===== src/rtl/display_pkg.sv =====
// Shared constants and helpers for the 4-digit 7-segment scan driver.
package display_pkg;

    localparam int unsigned NUM_DIGITS = 4;
    localparam logic [NUM_DIGITS-1:0] ANODE_OFF = 4'b1111;

    typedef enum logic {
        PHASE_ON    = 1'b0,
        PHASE_BLANK = 1'b1
    } blink_phase_e;

    function automatic logic [NUM_DIGITS-1:0] anode_onehot_n(input logic [1:0] idx);
        return ~(4'b0001 << idx);
    endfunction

endpackage


===== src/rtl/display_scan_ctrl_tick_gen.sv =====
// Free-running prescaler: o_tick is high for one cycle every DIV cycles.
module tick_gen #(
    parameter int unsigned DIV = 100000
) (
    input  logic i_clk,
    input  logic i_rst_n,
    output logic o_tick
);

    localparam int unsigned CW = $clog2(DIV);

    logic [CW-1:0] r_cnt;

    assign o_tick = (r_cnt == CW'(DIV - 1));

    always_ff @(posedge i_clk or negedge i_rst_n) begin
        if (!i_rst_n) begin
            r_cnt <= '0;
        end else if (o_tick) begin
            r_cnt <= '0;
        end else begin
            r_cnt <= r_cnt + CW'(1);
        end
    end

endmodule


===== src/rtl/display_scan_ctrl.sv =====
// Scan driver for a 4-digit 7-segment display with a per-slot blank guard window.
// Optional digit blinking is enabled by defining DISP_BLINK_EN.
module display_scan_ctrl
    import display_pkg::*;
#(
    parameter int unsigned REFRESH_DIV  = 100000,
    parameter int unsigned GUARD        = 1000,
    parameter int unsigned BLINK_FRAMES = 125
) (
    input  logic       clk,
    input  logic       rst_n,
    input  logic [3:0] digit_en,
`ifdef DISP_BLINK_EN
    input  logic [3:0] blink_mask,
`endif
    output logic       S0,
    output logic       S1,
    output logic [3:0] an,
    output logic       slot_tick,
    output logic       frame_start
);

    localparam int unsigned GW = (GUARD > 0) ? $clog2(GUARD + 1) : 1;

    if (REFRESH_DIV < 2 || GUARD >= REFRESH_DIV || BLINK_FRAMES < 1) begin : g_bad_param
        $error("display_scan_ctrl: illegal REFRESH_DIV/GUARD/BLINK_FRAMES combination");
    end

    logic          w_tick;
    logic          w_wrap;
    logic [1:0]    w_idx_next;
    logic [GW-1:0] w_guard_next;
    logic [3:0]    w_blink_n;
    logic [3:0]    w_an_next;

    logic [1:0]    r_idx;
    logic [GW-1:0] r_guard;
    logic [3:0]    r_an;
    logic          r_slot_tick;
    logic          r_frame_start;

    tick_gen #(.DIV(REFRESH_DIV)) u_tick_gen (
        .i_clk   (clk),
        .i_rst_n (rst_n),
        .o_tick  (w_tick)
    );

    assign w_wrap = w_tick && (r_idx == 2'd3);

    // Anodes are computed from next-state values so they switch on the same edge as the select.
    always_comb begin
        w_idx_next = w_tick ? r_idx + 2'd1 : r_idx;
        if (w_tick) begin
            w_guard_next = GW'(GUARD);
        end else if (r_guard != '0) begin
            w_guard_next = r_guard - GW'(1);
        end else begin
            w_guard_next = '0;
        end
        if (w_guard_next != '0) begin
            w_an_next = ANODE_OFF;
        end else begin
            w_an_next = anode_onehot_n(w_idx_next) | ~digit_en | w_blink_n;
        end
    end

`ifdef DISP_BLINK_EN
    localparam int unsigned FW = (BLINK_FRAMES > 1) ? $clog2(BLINK_FRAMES) : 1;

    logic [FW-1:0] r_frame_cnt;
    blink_phase_e  r_phase;
    blink_phase_e  w_phase_next;
    logic          w_frame_last;

    assign w_frame_last = (r_frame_cnt == FW'(BLINK_FRAMES - 1));

    always_comb begin
        w_phase_next = r_phase;
        if (w_wrap && w_frame_last) begin
            w_phase_next = (r_phase == PHASE_ON) ? PHASE_BLANK : PHASE_ON;
        end
        w_blink_n = (w_phase_next == PHASE_BLANK) ? blink_mask : '0;
    end

    always_ff @(posedge clk or negedge rst_n) begin
        if (!rst_n) begin
            r_frame_cnt <= '0;
            r_phase     <= PHASE_ON;
        end else begin
            r_phase <= w_phase_next;
            if (w_wrap) begin
                r_frame_cnt <= w_frame_last ? '0 : r_frame_cnt + FW'(1);
            end
        end
    end
`else
    assign w_blink_n = '0;
`endif

    always_ff @(posedge clk or negedge rst_n) begin
        if (!rst_n) begin
            r_idx         <= '0;
            r_guard       <= GW'(GUARD);
            r_an          <= ANODE_OFF;
            r_slot_tick   <= 1'b0;
            r_frame_start <= 1'b0;
        end else begin
            r_idx         <= w_idx_next;
            r_guard       <= w_guard_next;
            r_an          <= w_an_next;
            r_slot_tick   <= w_tick;
            r_frame_start <= w_wrap;
        end
    end

    assign {S1, S0}    = r_idx;
    assign an          = r_an;
    assign slot_tick   = r_slot_tick;
    assign frame_start = r_frame_start;

endmodule


===== config.mk =====
export PLATFORM = sky130hd
export DESIGN_NAME = display_scan_ctrl
export DESIGN_NICKNAME = d
export VERILOG_FILES = /design/src/rtl/display_pkg.sv /design/src/rtl/display_scan_ctrl_tick_gen.sv /design/src/rtl/display_scan_ctrl.sv
export SDC_FILE = /design/constraint.sdc
export NUM_CORES = 1
export LEC_CHECK = 0
export CORE_UTILIZATION = 65
export DETAILED_ROUTE_END_ITERATION = 8
export DONT_BUFFER_PORTS = 1
export PLACE_DENSITY = 0.81
export SKIP_CTS_REPAIR_TIMING = 1
export SLEW_MARGIN = 30
export SYNTH_ARGS = -nofsm -noshare
export SYNTH_HDL_FRONTEND = slang
export SYNTH_SLANG_ARGS = --single-unit

===== constraint.sdc =====
create_clock -name clk -period 6.21 [get_ports clk]
set_clock_uncertainty 0.2 [all_clocks]
set_input_delay 0.9315 -clock clk [delete_from_list [all_inputs] [get_ports clk]]
set_output_delay 0.9315 -clock clk [all_outputs]
set_load 0.01 [all_outputs]

==> flow_summary.json <==
{
  "slowest_delay_ps": 620,
  "cp.required_ps": 6240,
  "final_common_cell": "dfrtp_1",
  "cts_root_buf": "clkbuf_4",
  "synth_area_per_cell_um2": 10.93,
  "worstPathArrival_ps": 2380,
  "crit_end": "r_idx[1]$_DFF_PN0_",
  "finalWirelength_um": 3097,
  "worstMarginPinSlew_ps": 711.0,
  "grt_first_pass_wirelength_um": 5016,
  "vias": 1138,
  "cp-startpoint": "u_tick_gen.r_cnt[11]$_DFF_PN0_",
  "fillerInstances": 167,
  "cts.clk_slew.worst_paths_ps": 110,
  "place_ws_ps": 3611,
  "worst-setup-path-type": "reg -> reg",
  "place_congestion": 0.8190,
  "syn_area_um2": 1662,
  "vias_per_cell": 6.118,
  "async_reset_ff_share_pct": 100.0,
  "period_share_pct": 37.87,
  "worstHoldPathType": "in -> async",
  "setup_violations": 0,
  "r2r_start": "u_tick_gen.r_cnt[11]$_DFF_PN0_",
  "power_uw": 359.3,
  "synth_edf_count": 0,
  "max_freq_ghz": 0.4252,
  "port_buffers": 0,
  "seqPwrFrac_pct": 63.8,
  "reg2reg_slack_ps": 3860,
  "post-dp-hpwl_um": 2174,
  "synthesis.nets": 162,
  "netSwitchingFraction_pct": 20.92,
  "wl_per_cell_um": 16.65,
  "worst-path-max-fanout": 11,
  "drt_iter0_markers": 23,
  "ir_drop_v": 0.0001917,
  "ant_nets": 0,
  "final_cell_mix": "dfrtp_1 (25), nor2_1 (19), nand2_1 (12)",
  "ys.flop_type": "dfrtp_1",
  "die_width_um": 52.56,
  "dp_cells": 178,
  "p_per_area_nw_per_um2": 205.0,
  "diodes": 0,
  "hold_violations": 0,
  "pwr-share-clk_pct": 36.0,
  "cts_max_level": 2,
  "initial_utilization_pct": 71.67,
  "path_delay_family": "simple AND/OR/NAND/NOR gates",
  "yosysSeqAreaShare_pct": 53.46,
  "period_minus_slack_ps": 2352,
  "p_leak_nw": 0.8325,
  "drc": 0,
  "status": "complete, no violations",
  "cp-start-kind": "flop",
  "fin_cells": 186,
  "crit_chain": "or4_4, nor4_4, mux2_1",
  "synth-seq-cells": 35,
  "row_count": 17,
  "path_depth": 3,
  "rr_worst_depth": 3,
  "cp-end-kind": "flop",
  "numCtsBuffers": 5,
  "timing.rr.end": "r_idx[1]$_DFF_PN0_",
  "antenna_found_initial": 0,
  "relSlewSlack_pct": 52.16,
  "ios": 14,
  "dieArea_um2": 2763,
  "final_area_um2": 1753,
  "cp_num_buf_inv": 0,
  "first_global_vias": 1152,
  "grt.total_usage_pct": 26.02,
  "fin_util_pct": 75.61,
  "placed_cell_area_um2": 1684,
  "core-area_um2": 2318,
  "cp_slowest_cell": "nor4_4",
  "cap_viol_max_count": 0,
  "tns_ps": 0,
  "combPwrFrac_pct": 0.2,
  "grt_overflow": 0,
  "area_growth_pct": 5.497,
  "layout-drive-gt1-share_pct": 14.56,
  "finalMaxSlewViolations": 0,
  "fin_nets": 167,
  "rsz0062_at_grt": "no",
  "timing.final.ws_setup_ps": 3858,
  "clk_path_buf_depth": 2,
  "die_y_um": 52.56,
  "dr.pass1.iters": 4,
  "hold_ws_ps": 70.48,
  "cts_tree": "done",
  "ys_types": 38,
  "p_int_uw": 284.1,
  "switching_power_uw": 75.18,
  "clock_latency_ps": 340,
  "syn_inst": 152,
  "cts.sinks": 35,
  "yosys_warnings": 0,
  "grt_max_degree": 36
}
==> synthesized netlist by cell type, types with 2 or more instances <==
library cell | n | area share, %
or3_1 | 2 | 0.75
nor3_1 | 5 | 1.5
nand2b_1 | 2 | 0.75
dfrtp_1 | 25 | 38
xor2_1 | 10 | 5.3
nand3_1 | 9 | 2.7
nor2_1 | 19 | 4.3
or4_4 | 2 | 1.4
o31ai_1 | 2 | 0.90
nand2_1 | 12 | 2.7
nor4_1 | 4 | 1.5
a21o_1 | 4 | 1.8
a21oi_1 | 2 | 0.60
dfstp_2 | 10 | 16
inv_1 | 4 | 0.90
nor3b_1 | 2 | 0.90
ha_1 | 4 | 3.0
nand4_1 | 3 | 1.1
nor2b_1 | 3 | 1.1
xnor2_1 | 10 | 5.3
==> state kept, by name (all words and copies together) (netlist names) <==
| register | count |
|---|---|
| r_guard | 10 |
| frame_start | 1 |
| slot_tick | 1 |
| r_idx | 2 |
| u_tick_gen.r_cnt | 17 |
| an | 4 |
==> worst min-delay path by stage <==
stage                                               end  slack [ps]  cells after the start
after floorplan           u_tick_gen.r_cnt[0]$_DFF_PN0_         250                      1
after global placement    u_tick_gen.r_cnt[0]$_DFF_PN0_         280                      1
after detailed placement           r_guard[9]$_DFF_PN1_         280                      2
after CTS                 u_tick_gen.r_cnt[4]$_DFF_PN0_          60                      0
after global routing      u_tick_gen.r_cnt[4]$_DFF_PN0_          40                      0
final                     u_tick_gen.r_cnt[4]$_DFF_PN0_          70                      0
==> kinds of logic after synthesis <==
logic type | after synthesis | share of synthesized area (%)
flip-flops | 35 | 53.46
XOR/XNOR | 20 | 10.54
adder cells (fa/ha/maj) | 4 | 3.012
AND/OR/NAND/NOR | 74 | 25.53
buffers and inverters | 6 | 1.656
AO/OA/AOI/OAI | 11 | 4.518
multiplexers | 2 | 1.280
==> final cells by class <==
| type | instances | area [µm²] | share of cell area (%) |
|---|---|---|---|
| Clock inverter | 1 | 5.005 | 0.2855 |
| Sequential cell | 35 | 888.4 | 50.68 |
| Tap cell | 28 | 35.03 | 1.999 |
| Multi-Input combinational cell | 111 | 754.5 | 43.04 |
| Clock buffer | 7 | 55.05 | 3.141 |
| Inverter | 4 | 15.01 | 0.8565 |
==> per-layer routing <==
metal | GRT usage [%] | routed length [µm]
met4 | 9.649 | 0
met5 | 0 | 0
met3 | 9.565 | 145
met1 | 31.29 | 1402
met2 | 42.41 | 1550
==> power groups by stage <==
stage	Combinational [mW]	Clock, mW	Sequential, mW
2_1_floorplan	0.000647	0	0.233
3_3_place_gp	0.000702	0	0.233
3_5_place_dp	0.000741	0	0.233
4_1_cts	0.000763	0.131	0.229
5_1_grt	0.000798	0.139	0.229
6_report	0.000742	0.129	0.229
No activity file was read; power rests on OpenSTA's default activity.
